$ cat config.mk
export PLATFORM = sky130hd
export DESIGN_NAME = sprite_char_ctrl
export DESIGN_NICKNAME = d
export VERILOG_FILES = /design/src/rtl/sprite_pkg.sv /design/src/rtl/sprite_streamer.sv /design/src/rtl/sprite_char_ctrl.sv
export SDC_FILE = /design/constraint.sdc
export NUM_CORES = 1
export LEC_CHECK = 0
export BUFFER_PORTS_ARGS = -buffer_cell sky130_fd_sc_hd__buf_2
export CAP_MARGIN = 20
export CORE_ASPECT_RATIO = 2
export CORE_MARGIN = 1.5
export CORE_UTILIZATION = 25
export CTS_CLUSTER_DIAMETER = 80
export DETAILED_ROUTE_END_ITERATION = 10
export PLACE_DENSITY = 0.52
export SLEW_MARGIN = 25
export SYNTH_ARGS = -nofsm -noshare
export SYNTH_HDL_FRONTEND = slang
export SYNTH_HIERARCHICAL = 1
export SYNTH_SLANG_ARGS = --single-unit
export TNS_END_PERCENT = 100
$ cat constraint.sdc
create_clock -name clock -period 5.9 [get_ports clock]
set_input_delay 1.18 -clock clock [delete_from_list [all_inputs] [get_ports clock]]
set_output_delay 1.18 -clock clock [all_outputs]
set_load 0.01 [all_outputs]
$ cat src/rtl/sprite_pkg.sv
`default_nettype none
// ============================================================================
// Module      : sprite_pkg
// Description : Shared encodings for the sprite character controller and the
//               reusable sprite streamer: user_input action codes, facing
//               directions, draw FSM states and the default transparent colour.
// Revision    : 1.0 - initial parametrised release
// ============================================================================
package sprite_pkg;

  // user_input action codes (6 and 7 decode as "none")
  localparam logic [2:0] IN_NONE   = 3'd0;
  localparam logic [2:0] IN_ATTACK = 3'd1;
  localparam logic [2:0] IN_UP     = 3'd2;
  localparam logic [2:0] IN_DOWN   = 3'd3;
  localparam logic [2:0] IN_LEFT   = 3'd4;
  localparam logic [2:0] IN_RIGHT  = 3'd5;

  // Facing encodings; also the bit index into the blocked vector
  localparam logic [1:0] DIR_UP    = 2'd0;
  localparam logic [1:0] DIR_DOWN  = 2'd1;
  localparam logic [1:0] DIR_LEFT  = 2'd2;
  localparam logic [1:0] DIR_RIGHT = 2'd3;

  typedef enum logic [1:0] {
    DRAW_IDLE   = 2'd0,
    DRAW_ACTIVE = 2'd1,
    DRAW_FLUSH  = 2'd2
  } draw_state_e;

  localparam logic [5:0] TRANSPARENT_DEFAULT = 6'h3F;

endpackage : sprite_pkg
`default_nettype wire

$ cat src/rtl/sprite_streamer.sv
`default_nettype none
// ============================================================================
// Module      : sprite_streamer
// Description : Streams one SPRITE_W x SPRITE_H sprite from a synchronous ROM.
//               Scans px/py, drives the ROM address from the pose latched at
//               draw start, and registers the screen coordinates alongside the
//               ROM's own output register so x/y/colour line up.
// Ports       : clock, reset      - clock, synchronous active-high reset
//               abort             - drop any draw in progress, no done pulse
//               draw_start        - request a draw (ignored while busy)
//               pose              - sprite pose index, latched on start
//               x_base, y_base    - sprite top-left on screen
//               sprite_addr       - ROM address (combinational)
//               sprite_data       - ROM output, one cycle after the address
//               x_draw, y_draw    - pixel coordinate aligned with pixel_color
//               pixel_color       - ROM colour during valid pixels, else 0
//               vga_write         - valid pixel that is not transparent
//               draw_busy         - draw in progress
//               draw_done         - one-cycle pulse after the last pixel
// Revision    : 1.0 - initial release
// ============================================================================
module sprite_streamer
  import sprite_pkg::*;
#(
  parameter int SPRITE_W                  = 16,
  parameter int SPRITE_H                  = 16,
  parameter int X_W                       = 9,
  parameter int Y_W                       = 8,
  parameter int COLOR_W                   = 6,
  parameter logic [COLOR_W-1:0] TRANSPARENT = COLOR_W'(TRANSPARENT_DEFAULT),
  parameter int ADDR_W                    = 13,
  parameter int POSE_W                    = 4
) (
  input  logic               clock,
  input  logic               reset,
  input  logic               abort,
  input  logic               draw_start,
  input  logic [POSE_W-1:0]  pose,
  input  logic [X_W-1:0]     x_base,
  input  logic [Y_W-1:0]     y_base,
  output logic [ADDR_W-1:0]  sprite_addr,
  input  logic [COLOR_W-1:0] sprite_data,
  output logic [X_W-1:0]     x_draw,
  output logic [Y_W-1:0]     y_draw,
  output logic [COLOR_W-1:0] pixel_color,
  output logic               vga_write,
  output logic               draw_busy,
  output logic               draw_done
);

  localparam int PX_W = (SPRITE_W > 1) ? $clog2(SPRITE_W) : 1;
  localparam int PY_W = (SPRITE_H > 1) ? $clog2(SPRITE_H) : 1;
  localparam logic [PX_W-1:0] PX_LAST = PX_W'(SPRITE_W - 1);
  localparam logic [PY_W-1:0] PY_LAST = PY_W'(SPRITE_H - 1);

  draw_state_e        state_q, state_d;
  logic [PX_W-1:0]    px_q, px_d;
  logic [PY_W-1:0]    py_q, py_d;
  logic [POSE_W-1:0]  pose_q, pose_d;
  logic               valid_q, valid_d;
  logic [X_W-1:0]     x_draw_q, x_draw_d;
  logic [Y_W-1:0]     y_draw_q, y_draw_d;
  logic               done_q, done_d;

  always_comb begin
    state_d  = state_q;
    px_d     = px_q;
    py_d     = py_q;
    pose_d   = pose_q;
    valid_d  = 1'b0;
    x_draw_d = '0;
    y_draw_d = '0;
    done_d   = 1'b0;

    if (abort) begin
      state_d = DRAW_IDLE;
      px_d    = '0;
      py_d    = '0;
    end else begin
      case (state_q)
        DRAW_IDLE: begin
          if (draw_start) begin
            state_d = DRAW_ACTIVE;
            px_d    = '0;
            py_d    = '0;
            pose_d  = pose;
          end
        end
        DRAW_ACTIVE: begin
          // Coordinates are captured on the same edge the ROM captures the
          // address, so they emerge together with sprite_data.
          valid_d  = 1'b1;
          x_draw_d = x_base + X_W'(px_q);
          y_draw_d = y_base + Y_W'(py_q);
          if (px_q == PX_LAST) begin
            px_d = '0;
            if (py_q == PY_LAST) begin
              state_d = DRAW_FLUSH;
            end else begin
              py_d = py_q + PY_W'(1);
            end
          end else begin
            px_d = px_q + PX_W'(1);
          end
        end
        DRAW_FLUSH: begin
          state_d = DRAW_IDLE;
          done_d  = 1'b1;
        end
        default: state_d = DRAW_IDLE;
      endcase
    end
  end

  always_ff @(posedge clock) begin
    if (reset) begin
      state_q  <= DRAW_IDLE;
      px_q     <= '0;
      py_q     <= '0;
      pose_q   <= '0;
      valid_q  <= 1'b0;
      x_draw_q <= '0;
      y_draw_q <= '0;
      done_q   <= 1'b0;
    end else begin
      state_q  <= state_d;
      px_q     <= px_d;
      py_q     <= py_d;
      pose_q   <= pose_d;
      valid_q  <= valid_d;
      x_draw_q <= x_draw_d;
      y_draw_q <= y_draw_d;
      done_q   <= done_d;
    end
  end

  // Power-of-two sprite sizes make pose*W*H + py*W + px a plain concatenation.
  assign sprite_addr = ADDR_W'({pose_q, py_q, px_q});

  // The ROM output register is the colour stage; gate it so idle reads as 0.
  assign pixel_color = valid_q ? sprite_data : '0;
  assign vga_write   = valid_q && (sprite_data != TRANSPARENT);
  assign x_draw      = x_draw_q;
  assign y_draw      = y_draw_q;
  assign draw_busy   = (state_q != DRAW_IDLE);
  assign draw_done   = done_q;

endmodule : sprite_streamer
`default_nettype wire

$ cat src/rtl/sprite_char_ctrl.sv
`default_nettype none
// ============================================================================
// Module      : sprite_char_ctrl
// Description : Player/NPC character controller. Keeps position, facing,
//               attack state and walk animation, applies per-direction blocking
//               and map-edge clamping on each action tick, and streams the
//               current pose from the sprite ROM through sprite_streamer.
// Ports       : clock, reset      - clock, synchronous active-high reset
//               init              - reload start position, abort any draw
//               apply_action      - action tick, honoured only when not drawing
//               user_input        - action code (see sprite_pkg)
//               blocked           - [0] up, [1] down, [2] left, [3] right
//               draw_start        - request to stream the sprite
//               sprite_addr/data  - synchronous sprite ROM interface
//               x_pos, y_pos      - sprite top-left
//               facing, attacking - current pose state
//               x_draw, y_draw, pixel_color, vga_write - pixel stream
//               draw_busy, draw_done - draw status
// Revision    : 1.0 - parametrised successor to the fixed 16x16 controller
// ============================================================================
module sprite_char_ctrl
  import sprite_pkg::*;
#(
  parameter int SPRITE_W                    = 16,
  parameter int SPRITE_H                    = 16,
  parameter int MAP_W                       = 256,
  parameter int MAP_H                       = 176,
  parameter int X_W                         = 9,
  parameter int Y_W                         = 8,
  parameter int INIT_X                      = 127,
  parameter int INIT_Y                      = 88,
  parameter int STEP                        = 1,
  parameter int FRAMES                      = 2,
  parameter int ANIM_DIV                    = 8,
  parameter int ATTACK_LEN                  = 4,
  parameter int COLOR_W                     = 6,
  parameter logic [COLOR_W-1:0] TRANSPARENT = COLOR_W'(TRANSPARENT_DEFAULT),
  parameter int ADDR_W                      = 13
) (
  input  logic               clock,
  input  logic               reset,
  input  logic               init,
  input  logic               apply_action,
  input  logic [2:0]         user_input,
  input  logic [3:0]         blocked,
  input  logic               draw_start,
  output logic [ADDR_W-1:0]  sprite_addr,
  input  logic [COLOR_W-1:0] sprite_data,
  output logic [X_W-1:0]     x_pos,
  output logic [Y_W-1:0]     y_pos,
  output logic [1:0]         facing,
  output logic               attacking,
  output logic [X_W-1:0]     x_draw,
  output logic [Y_W-1:0]     y_draw,
  output logic [COLOR_W-1:0] pixel_color,
  output logic               vga_write,
  output logic               draw_busy,
  output logic               draw_done
);

  localparam int POSE_W  = $clog2(4 * FRAMES + 4);
  localparam int FRAME_W = (FRAMES > 1) ? $clog2(FRAMES) : 1;
  localparam int CNT_W   = (ANIM_DIV > 1) ? $clog2(ANIM_DIV) : 1;
  localparam int ATK_W   = (ATTACK_LEN > 1) ? $clog2(ATTACK_LEN) : 1;

  localparam logic [X_W-1:0]     X_MAX      = X_W'(MAP_W - SPRITE_W);
  localparam logic [Y_W-1:0]     Y_MAX      = Y_W'(MAP_H - SPRITE_H);
  localparam logic [FRAME_W-1:0] FRAME_LAST = FRAME_W'(FRAMES - 1);
  localparam logic [CNT_W-1:0]   CNT_LAST   = CNT_W'(ANIM_DIV - 1);

  logic [X_W-1:0]     x_q, x_d;
  logic [Y_W-1:0]     y_q, y_d;
  logic [1:0]         facing_q, facing_d;
  logic               attacking_q, attacking_d;
  logic [ATK_W-1:0]   atk_cnt_q, atk_cnt_d;
  logic [FRAME_W-1:0] frame_q, frame_d;
  logic [CNT_W-1:0]   move_cnt_q, move_cnt_d;

  logic               w_is_move;
  logic [1:0]         w_dir;
  logic               w_at_edge;
  logic               w_accept;
  logic [X_W-1:0]     w_x_inc, w_x_dec;
  logic [Y_W-1:0]     w_y_inc, w_y_dec;
  logic [POSE_W-1:0]  w_pose;
  logic               w_busy;

  // Decode the movement request into a direction
  always_comb begin
    w_is_move = 1'b1;
    w_dir     = DIR_DOWN;
    case (user_input)
      IN_UP:    w_dir = DIR_UP;
      IN_DOWN:  w_dir = DIR_DOWN;
      IN_LEFT:  w_dir = DIR_LEFT;
      IN_RIGHT: w_dir = DIR_RIGHT;
      default:  w_is_move = 1'b0;
    endcase
  end

  // Stepped positions, clamped to the playable area
  assign w_x_inc = (({1'b0, x_q} + (X_W+1)'(STEP)) > {1'b0, X_MAX}) ? X_MAX : x_q + X_W'(STEP);
  assign w_x_dec = (x_q < X_W'(STEP)) ? '0 : x_q - X_W'(STEP);
  assign w_y_inc = (({1'b0, y_q} + (Y_W+1)'(STEP)) > {1'b0, Y_MAX}) ? Y_MAX : y_q + Y_W'(STEP);
  assign w_y_dec = (y_q < Y_W'(STEP)) ? '0 : y_q - Y_W'(STEP);

  // Already sitting on the clamp is treated exactly like a blocked direction
  always_comb begin
    w_at_edge = 1'b0;
    case (w_dir)
      DIR_UP:    w_at_edge = (y_q == '0);
      DIR_DOWN:  w_at_edge = (y_q >= Y_MAX);
      DIR_LEFT:  w_at_edge = (x_q == '0);
      default:   w_at_edge = (x_q >= X_MAX);
    endcase
  end

  assign w_accept = w_is_move && !blocked[w_dir] && !w_at_edge;

  always_comb begin
    x_d         = x_q;
    y_d         = y_q;
    facing_d    = facing_q;
    attacking_d = attacking_q;
    atk_cnt_d   = atk_cnt_q;
    frame_d     = frame_q;
    move_cnt_d  = move_cnt_q;

    if (init) begin
      x_d         = X_W'(INIT_X);
      y_d         = Y_W'(INIT_Y);
      facing_d    = DIR_DOWN;
      attacking_d = 1'b0;
      atk_cnt_d   = '0;
      frame_d     = '0;
      move_cnt_d  = '0;
    end else if (apply_action && !w_busy) begin
      if (attacking_q) begin
        // Every tick of an attack counts down; the pose is frozen meanwhile.
        attacking_d = (atk_cnt_q > ATK_W'(1));
        atk_cnt_d   = (atk_cnt_q == '0) ? '0 : atk_cnt_q - ATK_W'(1);
      end else if (user_input == IN_ATTACK) begin
        attacking_d = 1'b1;
        atk_cnt_d   = ATK_W'(ATTACK_LEN - 1);
      end else if (w_is_move) begin
        facing_d = w_dir;
        if (w_accept) begin
          case (w_dir)
            DIR_UP:   y_d = w_y_dec;
            DIR_DOWN: y_d = w_y_inc;
            DIR_LEFT: x_d = w_x_dec;
            default:  x_d = w_x_inc;
          endcase
          if (move_cnt_q == CNT_LAST) begin
            move_cnt_d = '0;
            frame_d    = (frame_q == FRAME_LAST) ? '0 : frame_q + FRAME_W'(1);
          end else begin
            move_cnt_d = move_cnt_q + CNT_W'(1);
          end
        end
      end
    end
  end

  always_ff @(posedge clock) begin
    if (reset) begin
      x_q         <= '0;
      y_q         <= '0;
      facing_q    <= DIR_DOWN;
      attacking_q <= 1'b0;
      atk_cnt_q   <= '0;
      frame_q     <= '0;
      move_cnt_q  <= '0;
    end else begin
      x_q         <= x_d;
      y_q         <= y_d;
      facing_q    <= facing_d;
      attacking_q <= attacking_d;
      atk_cnt_q   <= atk_cnt_d;
      frame_q     <= frame_d;
      move_cnt_q  <= move_cnt_d;
    end
  end

  // Walk poses are grouped by facing; the four attack poses follow them.
  assign w_pose = attacking_q ? (POSE_W'(4 * FRAMES) + POSE_W'(facing_q))
                              : (POSE_W'(facing_q) * POSE_W'(FRAMES) + POSE_W'(frame_q));

  sprite_streamer #(
    .SPRITE_W    (SPRITE_W),
    .SPRITE_H    (SPRITE_H),
    .X_W         (X_W),
    .Y_W         (Y_W),
    .COLOR_W     (COLOR_W),
    .TRANSPARENT (TRANSPARENT),
    .ADDR_W      (ADDR_W),
    .POSE_W      (POSE_W)
  ) u_streamer (
    .clock       (clock),
    .reset       (reset),
    .abort       (init),
    .draw_start  (draw_start),
    .pose        (w_pose),
    .x_base      (x_q),
    .y_base      (y_q),
    .sprite_addr (sprite_addr),
    .sprite_data (sprite_data),
    .x_draw      (x_draw),
    .y_draw      (y_draw),
    .pixel_color (pixel_color),
    .vga_write   (vga_write),
    .draw_busy   (w_busy),
    .draw_done   (draw_done)
  );

  assign draw_busy = w_busy;
  assign x_pos     = x_q;
  assign y_pos     = y_q;
  assign facing    = facing_q;
  assign attacking = attacking_q;

endmodule : sprite_char_ctrl
`default_nettype wire

==> impl_metrics.yaml <==
clocking:
  post_cts_resized: 0
  path_clk_slew_ns: 0.05
  cts_max_level: 3
  clk_latency_ns: 0.33
  clockBufferDepth: 2
  holdBufCountCts: 0
  cts_setup_buffers: 0
  numCtsBuffers: 9
  cts-root-buf: "clkbuf_16"
  cts_tree: "built"
  clock-sinks: 59
routing:
  vias_per_cell: 5.12
  routedWlPerCell_um: 15.5
  drt_wl_total_mm: 11.9
  num_vias: 3958
  ant_nets: 0
  drtPass1Iterations: 5
  drc: 0
  drtIter0Drc: 141
worst_hold_path:
  hold_path_class: "flip-flop to flip-flop"
  hold_end: "u_streamer/pose_q[3]"
  whs_path_depth: 2
  hold_start: "u_streamer/pose_q[3]"
synthesis:
  synth_edf_count: 0
  syn-instance-count: 506
  yosysUniqueCellTypes: 65
  ys.flop_type: "dfxtp_1"
  synth_top_cell_by_area: "dfxtp_1"
  yosys_register_bits: 59
  yosysSeqAreaShare_pct: 29.9
  ys_top_cells_by_area: "dfxtp_1 30%, ha_1 7.0%, nor2_1 5.4%"
  syn_nets: 548
  yosys_warnings: 6
  synthArstFlopShare_pct: 0
  avgSynthCellArea_um2: 7.80
  syn-cell-area_um2: 3950
  yosys.area.top_type_share_pct: 29.9
global_routing:
  grt_pass1_vias: 3841
  grt_pass1_wl_mm: 19.2
  grt_max_degree: 20
  grt_use_met3_pct: 2.65
  grt_use_met2_pct: 27.0
  grtUsageMet1_pct: 15.6
  grt_overflow: 0
  top_usage_layer: "met2"
  grt_usage_pct: 14.6
  antenna_found_initial: 0
flow_run:
  max-cap-violations: 0
sta:
  setup_violations: 0
  relSlewSlack_pct: 39.2
  period_share_pct: 61.1
  finalSetupTns_ns: 0
  max_freq_mhz: 277
  drv_slew: 0
  tightestPinTransition_ns: 0.904
  rsz0062_at_grt: "false"
  fin_skew_ns: 0.00445
  hold_viol: 0
  fin_crit_ns: 3.61
final_layout:
  nNetsFinal: 612
  fin_util_pct: 31.1
  num_antenna_cells: 0
  drive_gt1_share_pct: 18.3
  syn_to_final_growth_pct: 21.2
critical_path:
  critical_path_arrival_ns: 3.86
  slowest_delay_ns: 0.57
  path_max_fanout: 8
  cp.buffers_inverters: 2
  slowest_stage: "or4b_4"
  critPathTopFamily: "simple AND/OR/NAND/NOR gates"
  r2r_setup_slack_ns: 2.79
  cp-end-kind: "flip-flop"
  crit_path_start_kind: "input pin"
  crit_path_cell_trace: "buf_2, inv_1, ha_1, or4b_4, a311oi_2, and4bb_1, nand2_1, or4_1, o22ai_1"
  r2r_cells: 8
  r2r_start: "u_streamer/state_q[0]"
  crit_type: "input pin to flip-flop"
  reg2reg_to: "x_pos[8]"
  crit_required_ns: 6.16
placed_design:
  dp_hpwl_mm: 9.14
  routabilityCongestion: 0.831
  numPortBuffers: 75
run_status:
  outcome: "finished clean"
die:
  die_h_um: 181
  core_um2: 15400
  die_area_um2: 16600
  die_x_um: 91.9
  rows: 64
  ios: 77
  start_util_pct: 25.7
power:
  p_leak_uw: 0.00199
  peakVddDrop_mv: 0.132
  power_density_nw_per_um2: 233
-- logic make-up (layout without fill, tap and decap cells) --
family / after synthesis / after routing / share of synthesized area [%]
AND/OR/NAND/NOR: 205 / 205 / 26.1
AO/OA/AOI/OAI: 137 / 137 / 23.1
flip-flops: 59 / 59 / 29.9
buffers and inverters: 48 / 117 / 4.88
adder cells (fa/ha/maj): 24 / 24 / 7.99
multiplexers: 23 / 23 / 5.93
XOR/XNOR: 9 / 9 / 2.00
other: 1 / 1 / 0.0950
-- area by class of cell --
| class | count | area [um2] |
|---|---|---|
| repair buffers | 76 | 383 |
| well taps | 198 | 248 |
| multi-input cells | 399 | 2570 |
| fillers | 1698 | 10600 |
| flip-flops and latches | 59 | 1180 |
| clock inverters | 4 | 48.8 |
| inverters | 25 | 93.8 |
| clock buffers | 12 | 256 |
-- state kept, by name, indices dropped and copies added (netlist names), 2 cells and up --
| register | count |
|---|---|
| facing | 2 |
| y_pos | 8 |
| u_streamer/py_q | 4 |
| move_cnt_q | 3 |
| u_streamer/x_draw | 9 |
| u_streamer/state_q | 2 |
| u_streamer/px_q | 4 |
| u_streamer/y_draw | 8 |
| x_pos | 9 |
| atk_cnt_q | 2 |
| u_streamer/pose_q | 4 |
-- power by group --
| group | switching [uW] | internal [uW] | total [uW] |
|---|---|---|---|
| Sequential | 23.1 | 408 | 431 |
| Combinational | 91.1 | 57.1 | 148 |
| Clock | 187 | 349 | 535 |
-- how the worst max path moves through the flow --
stage	cells after the start	from	to	slack [ns]
2_1_floorplan	9	user_input[1]	x_pos[8]	2.45
3_3_place_gp	9	user_input[1]	x_pos[8]	2.07
3_5_place_dp	9	user_input[1]	x_pos[8]	1.97
4_1_cts	9	user_input[1]	x_pos[8]	2.33
5_1_grt	9	user_input[1]	x_pos[8]	2.18
6_report	9	user_input[1]	x_pos[8]	2.29
-- cell usage in the layout (no fill, tap or decap), drive strengths merged, types with 5 or more instances in the layout --
cell type / count
or3: 9
a21oi: 42
o21ai: 29
o21bai: 5
inv: 25
mux2i: 20
or2: 5
and3: 9
dfxtp: 59
xnor2: 6
ha: 22
o211ai: 5
clkbuf: 12
nor3: 12
o22ai: 6
nand3: 15
nor2: 57
nor4: 5
buf: 76
and2: 8
nand4: 7
nor2b: 7
nand2: 49
a211oi: 10
-- metal layers --
| layer | up-vias | wire length [um] |
|---|---|---|
| met1 | 1871 | 4760 |
| met5 | - | 0 |
| met4 | 0 | 216 |
| met2 | 106 | 6540 |
| met3 | 12 | 435 |
| li1 | 1969 | - |
-- per-stage QoR --
stage	cells	cell area, um2	total power (uW)	setup slack [ns]	hold slack (ns)
floorplan	506	3950	537	2.45	0.465
global placement	757	4480	585	2.07	0.475
detailed placement	757	4480	587	1.97	0.479
CTS	773	4780	1130	2.33	0.496
global route	773	4780	1160	2.18	0.539
finish	773	4780	1110	2.29	0.497
-- cell usage after synthesis (7+ instances only) --
master,number
nor2b_1,7
mux2i_1,20
a21oi_1,42
and3_1,9
clkbuf_1,19
dfxtp_1,59
nor2_1,57
inv_1,23
nand2_1,49
nor3_1,12
a211oi_1,10
or3_1,9
and2_1,8
o21ai_0,26
nand4_1,7
ha_1,22
nand3_1,15
-- tightest hold or removal path, cell delays in order (launching register included) --
cell and delay [ns]:
dfxtp_1 0.32, mux2i_1 0.07, nor2_1 0.08
Note: power is estimated with default switching activity, not from simulation.
